[config.mk]
export PLATFORM = sky130hd
export DESIGN_NAME = mmio_fabric
export DESIGN_NICKNAME = d
export VERILOG_FILES = /design/src/rtl/mmio_pkg.sv /design/src/rtl/mmio_decode.sv /design/src/rtl/mmio_fabric.sv
export SDC_FILE = /design/constraint.sdc
export NUM_CORES = 1
export LEC_CHECK = 0
export CAP_MARGIN = 20
export CORE_MARGIN = 2
export CORE_UTILIZATION = 48
export CTS_CLUSTER_DIAMETER = 80
export CTS_CLUSTER_SIZE = 24
export DETAILED_ROUTE_END_ITERATION = 10
export GPL_ROUTABILITY_DRIVEN = 1
export GPL_TIMING_DRIVEN = 1
export PLACE_DENSITY = 0.86
export REMOVE_ABC_BUFFERS = 1
export SLEW_MARGIN = 15
export SYNTH_ARGS = -nofsm -noshare
export SYNTH_HDL_FRONTEND = slang
export SYNTH_SLANG_ARGS = --single-unit
[constraint.sdc]
create_clock -name CLK_CPU -period 3.2 [get_ports CLK_CPU]
set_clock_uncertainty 0.15 [all_clocks]
set_input_delay 0.96 -clock CLK_CPU [delete_from_list [all_inputs] [get_ports CLK_CPU]]
set_output_delay 0.96 -clock CLK_CPU [all_outputs]
set_load 0.03 [all_outputs]
[src/rtl/mmio_pkg.sv]
// mmio_pkg: shared definitions for the MMIO fabric and the memory block.
//   fab_state_e      - fabric transaction FSM states
//   SZ_BYTE/HALF/WORD - store size encoding carried on mst_size/slv_size
//   ERR_DATA_DEFAULT - read data returned on an errored load
//   idx_width()      - width of a slave index for a given slave count
package mmio_pkg;

    typedef enum logic [1:0] {
        ST_IDLE  = 2'd0,
        ST_ISSUE = 2'd1,
        ST_WAIT  = 2'd2,
        ST_RESP  = 2'd3
    } fab_state_e;

    localparam logic [1:0] SZ_BYTE = 2'b00;
    localparam logic [1:0] SZ_HALF = 2'b01;
    localparam logic [1:0] SZ_WORD = 2'b10;

    localparam logic [31:0] ERR_DATA_DEFAULT = 32'hDEAD_BEEF;

    // A single slave still needs a 1-bit index to keep port widths legal.
    function automatic int unsigned idx_width(input int unsigned n);
        return (n > 1) ? $clog2(n) : 1;
    endfunction

endpackage

[src/rtl/mmio_decode.sv]
// mmio_decode: combinational N_SLV-way mask/base address decoder.
//   addr_i - address to decode
//   hit_o  - one-hot hit vector (at most one bit set)
//   idx_o  - index of the selected slave (0 on miss)
//   miss_o - no slave window matches
// Slave k matches when (addr & MASK[k]) == BASE[k]; lowest index wins on overlap.
module mmio_decode
    import mmio_pkg::*;
#(
    parameter int unsigned                    N_SLV    = 4,
    parameter int unsigned                    ADDR_W   = 32,
    parameter logic [N_SLV*ADDR_W-1:0]        SLV_BASE = '0,
    parameter logic [N_SLV*ADDR_W-1:0]        SLV_MASK = '0,
    parameter int unsigned                    IDX_W    = idx_width(N_SLV)
) (
    input  logic [ADDR_W-1:0] addr_i,
    output logic [N_SLV-1:0]  hit_o,
    output logic [IDX_W-1:0]  idx_o,
    output logic              miss_o
);

    always_comb begin
        hit_o  = '0;
        idx_o  = '0;
        miss_o = 1'b1;
        // Ascending scan; once a hit is recorded later matches are skipped.
        for (int unsigned k = 0; k < N_SLV; k++) begin
            if (miss_o &&
                ((addr_i & SLV_MASK[k*ADDR_W +: ADDR_W]) == SLV_BASE[k*ADDR_W +: ADDR_W])) begin
                hit_o[k] = 1'b1;
                idx_o    = IDX_W'(k);
                miss_o   = 1'b0;
            end
        end
    end

endmodule

[src/rtl/mmio_fabric.sv]
// mmio_fabric: single-outstanding memory-mapped interconnect from the core
// data port to N_SLV slaves, with unmapped-address and timeout errors.
//   CLK_CPU, resetn                     - clock, async active-low reset
//   mst_en/write/size/addr/wdata        - core request
//   mst_ready                           - fabric idle / request accepted
//   mst_write_ready, mst_rdata(_valid)  - one-cycle completion pulses
//   mst_err                             - error flag alongside completion
//   slv_en                              - one-hot one-cycle slave strobe
//   slv_write/size/addr/wdata           - shared registered request fields
//   slv_write_ready, slv_rdata(_valid)  - per-slave responses
//   err_addr, err_count                 - last errored address, saturating count
module mmio_fabric
    import mmio_pkg::*;
#(
    parameter int unsigned             N_SLV    = 4,
    parameter int unsigned             ADDR_W   = 32,
    parameter int unsigned             DATA_W   = 32,
    parameter logic [N_SLV*ADDR_W-1:0] SLV_BASE = '0,
    parameter logic [N_SLV*ADDR_W-1:0] SLV_MASK = '0,
    parameter int unsigned             TIMEOUT  = 255,
    parameter logic [DATA_W-1:0]       ERR_DATA = DATA_W'(ERR_DATA_DEFAULT)
) (
    input  logic                    CLK_CPU,
    input  logic                    resetn,
    input  logic                    mst_en,
    input  logic                    mst_write,
    input  logic [1:0]              mst_size,
    input  logic [ADDR_W-1:0]       mst_addr,
    input  logic [DATA_W-1:0]       mst_wdata,
    output logic                    mst_ready,
    output logic                    mst_write_ready,
    output logic [DATA_W-1:0]       mst_rdata,
    output logic                    mst_rdata_valid,
    output logic                    mst_err,
    output logic [N_SLV-1:0]        slv_en,
    output logic                    slv_write,
    output logic [1:0]              slv_size,
    output logic [ADDR_W-1:0]       slv_addr,
    output logic [DATA_W-1:0]       slv_wdata,
    input  logic [N_SLV-1:0]        slv_write_ready,
    input  logic [N_SLV*DATA_W-1:0] slv_rdata,
    input  logic [N_SLV-1:0]        slv_rdata_valid,
    output logic [ADDR_W-1:0]       err_addr,
    output logic [15:0]             err_count
);

    localparam int unsigned IDX_W = idx_width(N_SLV);

    fab_state_e          state_q;
    logic                write_q;
    logic [1:0]          size_q;
    logic [ADDR_W-1:0]   addr_q;
    logic [DATA_W-1:0]   wdata_q;
    logic [N_SLV-1:0]    sel_q;
    logic                err_q;
    logic [15:0]         cnt_q;
    logic [DATA_W-1:0]   cap_q;
    logic [N_SLV-1:0]    slv_en_q;
    logic [ADDR_W-1:0]   slv_addr_q;
    logic                ready_q;
    logic                wr_rdy_q;
    logic                rvalid_q;
    logic [DATA_W-1:0]   rdata_q;
    logic                err_pulse_q;
    logic [ADDR_W-1:0]   err_addr_q;
    logic [15:0]         err_count_q;

    logic [N_SLV-1:0]    dec_hit;
    logic [IDX_W-1:0]    dec_idx;
    logic                dec_miss;
    logic [ADDR_W-1:0]   mask_sel_d;
    logic                resp_hit_d;
    logic [DATA_W-1:0]   resp_data_d;

    mmio_decode #(
        .N_SLV    (N_SLV),
        .ADDR_W   (ADDR_W),
        .SLV_BASE (SLV_BASE),
        .SLV_MASK (SLV_MASK),
        .IDX_W    (IDX_W)
    ) u_decode (
        .addr_i (addr_q),
        .hit_o  (dec_hit),
        .idx_o  (dec_idx),
        .miss_o (dec_miss)
    );

    // Only the latched slave's response of the latched type counts.
    always_comb begin
        mask_sel_d  = '0;
        resp_hit_d  = 1'b0;
        resp_data_d = '0;
        for (int unsigned k = 0; k < N_SLV; k++) begin
            if (dec_idx == IDX_W'(k)) begin
                mask_sel_d = SLV_MASK[k*ADDR_W +: ADDR_W];
            end
            if (sel_q[k]) begin
                resp_hit_d  = write_q ? slv_write_ready[k] : slv_rdata_valid[k];
                resp_data_d = slv_rdata[k*DATA_W +: DATA_W];
            end
        end
    end

    always_ff @(posedge CLK_CPU or negedge resetn) begin
        if (!resetn) begin
            state_q     <= ST_IDLE;
            write_q     <= 1'b0;
            size_q      <= '0;
            addr_q      <= '0;
            wdata_q     <= '0;
            sel_q       <= '0;
            err_q       <= 1'b0;
            cnt_q       <= '0;
            cap_q       <= '0;
            slv_en_q    <= '0;
            slv_addr_q  <= '0;
            ready_q     <= 1'b1;
            wr_rdy_q    <= 1'b0;
            rvalid_q    <= 1'b0;
            rdata_q     <= '0;
            err_pulse_q <= 1'b0;
            err_addr_q  <= '0;
            err_count_q <= '0;
        end else begin
            slv_en_q    <= '0;
            wr_rdy_q    <= 1'b0;
            rvalid_q    <= 1'b0;
            err_pulse_q <= 1'b0;
            case (state_q)
                ST_IDLE: begin
                    if (mst_en) begin
                        write_q <= mst_write;
                        size_q  <= mst_size;
                        addr_q  <= mst_addr;
                        wdata_q <= mst_wdata;
                        err_q   <= 1'b0;
                        ready_q <= 1'b0;
                        state_q <= ST_ISSUE;
                    end
                end
                ST_ISSUE: begin
                    if (dec_miss) begin
                        err_q   <= 1'b1;
                        state_q <= ST_RESP;
                    end else begin
                        slv_en_q   <= dec_hit;
                        sel_q      <= dec_hit;
                        slv_addr_q <= addr_q & ~mask_sel_d;
                        cnt_q      <= 16'(TIMEOUT);
                        state_q    <= ST_WAIT;
                    end
                end
                ST_WAIT: begin
                    // Response is checked before expiry so a last-cycle reply wins.
                    if (resp_hit_d) begin
                        cap_q   <= resp_data_d;
                        state_q <= ST_RESP;
                    end else if (cnt_q == '0) begin
                        err_q   <= 1'b1;
                        state_q <= ST_RESP;
                    end else begin
                        cnt_q <= cnt_q - 16'd1;
                    end
                end
                ST_RESP: begin
                    if (write_q) begin
                        wr_rdy_q <= 1'b1;
                    end else begin
                        rvalid_q <= 1'b1;
                        rdata_q  <= err_q ? ERR_DATA : cap_q;
                    end
                    if (err_q) begin
                        err_pulse_q <= 1'b1;
                        err_addr_q  <= addr_q;
                        if (err_count_q != 16'hFFFF) begin
                            err_count_q <= err_count_q + 16'd1;
                        end
                    end
                    sel_q   <= '0;
                    ready_q <= 1'b1;
                    state_q <= ST_IDLE;
                end
                default: state_q <= ST_IDLE;
            endcase
        end
    end

    assign mst_ready       = ready_q;
    assign mst_write_ready = wr_rdy_q;
    assign mst_rdata       = rdata_q;
    assign mst_rdata_valid = rvalid_q;
    assign mst_err         = err_pulse_q;
    assign slv_en          = slv_en_q;
    assign slv_write       = write_q;
    assign slv_size        = size_q;
    assign slv_addr        = slv_addr_q;
    assign slv_wdata       = wdata_q;
    assign err_addr        = err_addr_q;
    assign err_count       = err_count_q;

endmodule

; ---- Yosys cells after proc, flatten, opt, wreduce, memory -nomap -nowiden
; Index checks and enable logic that the tools add are counted.
[totals]
reg_bits = 242
inputBits = 206
output_inout_bits = 155
word_cells = 78
[classes]
add_sub_neg = 2
n_eq_ne = 9
n_mux = 33
n_bitwise = 1
n_reduce_logical = 15
[ops]
columns = cell, count
row1 = $mux 32, 5
row2 = $mux 16, 2
row3 = $pmux 16 s2, 1
row4 = $mux 1, 18
row5 = $add 16x1->16 const B, 1
row6 = $logic_not 16->1, 1
row7 = $ne 16x16->1 const B, 1
row8 = $sub 16x1->16 const B, 1
row9 = $reduce_and 2->1, 6
row10 = $ne 2x2->1 const B, 4
row11 = $pmux 2 s4, 1
row12 = $pmux 4 s2, 1
row13 = $reduce_bool 2->1, 4
row14 = $mux 2, 3
row15 = $reduce_and 3->1, 2
row16 = $eq 2x2->1 const B, 2
row17 = $pmux 1 s2, 2
row18 = $reduce_and 4->1, 1
row19 = $ne 3x3->1 const B, 1
row20 = $eq 2x1->1 const B, 1
row21 = $logic_not 2->1, 1
row22 = $not 1->1, 1

; ---- Longest topological paths before layout
[logic_depth]
ltp_word = 7
mapped_depth = 7
mapped_depth_nobuf = 6

; ---- Modules after synthesis
; From an unflattened synthesis, not the netlist that was laid out.
[hier_totals]
hier_cells = 997
area_unflattened_um2 = 10637.7
[modules_own_cells]
columns = module, n_inst, cells_per_inst, area_per_inst_um2, seq_area_each_um2
row1 = mmio_fabric, 1, 988, 10577.6, 6057.1
row2 = mmio_decode, 1, 9, 60.1, 0.0

; ---- Worst setup path before layout
; OpenSTA, ideal clock, no wires.
[synth_path]
kind = input to register
from = in slv_write_ready[0]
to = reg cnt_q[8]
setup_time_ps = 79
t_arrival_ps = 2097
required_time_ps = 2971
slack_ps = 873
cell_stages = 5
n_path_buf = 1
cell_sequence = mux2_2 > a21boi_1 > buf_2 > nor4b_1 > mux2i_1
[synth_via]
elab_chain_len = 7
[synth_rtl]
columns = item, line_no
row1 = from (decl), mmio_fabric.sv:40  ; input logic [N_SLV-1:0] slv_write_ready,
row2 = $mux 1, mmio_fabric.sv:98  ; resp_hit_d = write_q ? slv_write_ready[k] : slv_rdata_valid[k];
row3 = $mux 1 (4 in series), mmio_fabric.sv:97  ; if (sel_q[k]) begin
row4 = $ne 2x2->1 (no source line), --
row5 = $reduce_and 3->1 (no source line), --
row6 = to (signal assigned), mmio_fabric.sv:149  ; cnt_q <= 16'(TIMEOUT);
row7 = to (signal assigned), mmio_fabric.sv:162  ; cnt_q <= cnt_q - 16'd1;
row8 = to (decl), mmio_fabric.sv:56  ; logic [15:0] cnt_q;
; Every way passes these cells.
; A chain may end at the register's enable or synchronous reset.

; ---- Worst setup path in the final report
[layout_path]
from = reg ready_q, in the netlist mst_ready
to = out mst_ready
[layout_rtl]
columns = item, line_no
row1 = from (decl), mmio_fabric.sv:60  ; logic ready_q;
row2 = from (signal assigned), mmio_fabric.sv:117  ; ready_q <= 1'b1;
row3 = from (signal assigned), mmio_fabric.sv:137  ; ready_q <= 1'b0;
row4 = from (signal assigned), mmio_fabric.sv:180  ; ready_q <= 1'b1;
row5 = to (decl), mmio_fabric.sv:30  ; output logic mst_ready,
; No word-level cell between the ends.

==> results.tsv <==
stage	metric	value	unit
run_status	status	completed	
setup_path	CP Class	flop to output port	
clocking	Post CTS Setup Buffer Count	0	
synth	Synth async-reset ratio	1.00	
placed_design	Place WS	0.245	ns
synth	YS warnings	0	
drt	DR vias/cell	5.20	
clocking	CTS Sinks	236	
clocking	maximum root-to-sink buffer count	3	
placed_design	Post-DP Area	0.0124	mm²
pwr	PD cells	893	mW/mm²
grt	total track usage	0.202	
synth	Commonest cells post-synth	dfrtp_1 (235), mux2_2 (164), nand2_1 (46), nor2_1 (43), o21ai_0 (34)	
synth	Main synth FF type	dfrtp_1	
timing	final-report hold violation count	0	
final_layout	layout cells sized above 1	0.225	
drt	post-route ant nets	0	
final_layout	Fillers	1423	
clocking	Root Buffer	clkbuf_16	
floorplanning	die height	144	µm
synth	EDFF count, synth	0	
setup_path	worst path cell trace	clkdlybuf4s50_1	
setup_path	Critical Path RT	2.09	ns
final_layout	Core Util, Final	0.662	
synth	Distinct cells, synth	53	
drt	final WL	21100	µm
timing	post-route setup TNS	0	ns
timing	Worst Slack Setup Final	0.366	ns
grt	pin count of the biggest net entering global routing	81	
clocking	CTS clk-pin slew, worst paths	0.09	ns
setup_path	Max FO, Critical Path	3	
drt	Via Count	6325	
clocking	H-Tree Depth	1	
floorplanning	die width	144	µm
floorplanning	Initial Utilization	0.487	
flow_run	MaxCap Viol Count	0	
final_layout	Final #Nets	1159	
drt	Pre-Repair DR Iteration Count	4	
clocking	cts hold-fix bufs	0	
pwr	Sw Ratio	0.362	
grt	number of global-route vias before repair	6638	
clocking	CTS tree	built	
final_layout	area delta synth->final	35.9	%
setup_path	reg2reg end	state_q[1]	
setup_path	startpoint types	flop	
grt	initial antenna violation count	0	
setup_path	worst endpoint data arrival time	1.72	ns
placed_design	Final Wtd Congestion	0.822	
setup_path	slack of the worst reg-to-reg path	0.75	ns
floorplanning	Cell Rows	51	
timing	RSZ-0062 raised after global routing	false	
timing	Peak Freq	353	MHz
pwr	Seq pwr share	0.410	
timing	Final period util	0.886	
placed_design	detailed placement HPWL	15100	µm
pwr	Clock power frac	0.163	
synth	post-synthesis sequential area ratio	0.625	
clocking	Skew-Pair Late Insertion Delay	0.48	ns
drt	DR WL/cell	17.4	µm
timing	Setup violations, final	0	
pwr	Logic pwr share	0.427	
synth	Avg Inst Size Synth	13.7	µm²
synth	Synth area leaders	dfrtp_1 (62%), mux2_2 (20%), nand2_1 (1.8%)	
timing	max-slew violation count	0	
setup_path	slowest cell on the critical path	clkdlybuf4s50_1	
floorplanning	Ports	361	
pwr	Int Pwr	7.32	mW
pwr	Sw Pwr	4.15	mW
grt	total gr overflow	0	
synth	flops & latches, synth	236	
setup_path	worst r2r src	cnt_q[0]	
final_layout	post-route cell area	0.0128	mm²
pwr	P_leak	5.67	nW
setup_path	largest incremental delay on the critical path	0.70	ns
setup_path	CP top delay family	buffers and inverters	
drt	DRT iter0 DRCs	178	
synth	share of the synthesized area in the top cell type	0.622	
synth	Syn Inst Count	691	
pwr	Worst VDD drop	0.759	mV
placed_design	number of I/O port buffers	255	
grt	global-route wire length before repair	33500	µm
floorplanning	Die ar.	0.0208	mm²
floorplanning	core footprint	0.0194	mm²
timing	Tmin final	2.83	ns
setup_path	CP bufs+invs	1	
timing	Worst Max-Slew Pin Slew	0.750	ns
setup_path	cells on worst reg2reg path	6	
synth	top cell type by total area after synthesis	dfrtp_1	
setup_path	Setup crit end kind	output port	
synth	cell area after synthesis	0.00945	mm²
worst_hold_path	Hold Crit Class	primary input to asynchronous set/reset pin	
timing	Max-slew headroom	0.500	
drt	Residual DRC	0	
final_layout	Ant. Diodes	0	
timing	Hold WS	0.316	ns
synth	most common cell in the netlist	dfrtp_1	
clocking	post-CTS resize count	0	
clocking	TritonCTS Buffers	14	
## worst reg2reg max path: stages, from the launching register on
cell and delay (ns):
dfrtp_1 0.43, inv_1 0.07, ha_1 0.27, nor4b_4 0.32
nand4_1 0.41, a21oi_1 0.34, mux2_1 0.35
## through the flow
stage / cells / power [mW]
2_1_floorplan: 659 / 7.58
3_3_place_gp: 1195 / 9.50
3_5_place_dp: 1195 / 9.67
4_1_cts: 1215 / 11.6
5_1_grt: 1216 / 12.1
6_report: 1216 / 11.5
## power groups by stage
stage	sequential [mW]	clock [mW]	combinational, mW
3_3_place_gp	4.70	0	4.80
5_1_grt	4.86	2.03	5.23
2_1_floorplan	5.88	0	1.70
3_5_place_dp	4.77	0	4.90
4_1_cts	4.72	1.93	4.93
6_report	4.70	1.87	4.89
## area by class of cell
type	instances	area (µm²)	area share
clock inverter	3	33.8	0.00263
inverter	7	26.3	0.00205
multi-input combinational	416	3380	0.263
timing repair buffer	272	2770	0.216
sequential	236	5910	0.460
clock buffer	17	393	0.0306
tap	265	332	0.0258
## state kept, by name (all words and copies together) (netlist names)
name,count
err_addr,32
slv_wdata,32
mst_err,1
state_q,2
err_q,1
mst_rdata,32
err_count,16
sel_q,1
mst_ready,1
cap_q,32
slv_en,1
slv_write,1
slv_addr,32
addr_q,32
mst_rdata_valid,1
cnt_q,16
slv_size,2
mst_write_ready,1
## how the worst max path moves through the flow
stage | cells past startpoint | start | to | slack [ns]
detailed placement | 5 | slv_write_ready[0] | cnt_q[13] | 0.24
global placement | 5 | slv_write_ready[0] | cnt_q[13] | 0.29
global route | 1 | mst_ready | mst_ready | 0.33
finish | 1 | mst_ready | mst_ready | 0.37
CTS | 1 | mst_ready | mst_ready | 0.36
floorplan | 2 | mst_en | addr_q[0] | 0.12
## cells in the final DEF, fill, tap and decap left out, drive strengths merged, types with 8 or more instances in the layout
master and instances:
inv 9, xor2 8, mux2i 12, nor2 43
nor3 8, o21ai 35, nor4 8, buf 18
nand4 11, a21oi 8, dfrtp 235, clkdlybuf4s50 254
mux2 166, nand2b 11, nand2 46, clkbuf 17
## metal layers
metal	vias up	global-route usage	routed length [µm]
li1	2935	-	-
met1	3150	0.241	8250
met2	224	0.343	10100
met3	16	0.0897	2550
met4	0	0.0353	210
met5	-	0	0
## cells by family (layout without fill, tap and decap cells)
group           count (synthesis)  in the layout  share of synthesized area
mux                           178            178                      0.211
other cells                     1              3                   0.000397
buf+inv                        41            299                     0.0197
fa+ha+maj                       6              6                    0.00794
simple gates                  158            158                     0.0880
flops                         236            236                      0.625
xor+xnor                       14             14                     0.0130
compound gates                 57             57                     0.0354
(Power assumes the default switching activity.)
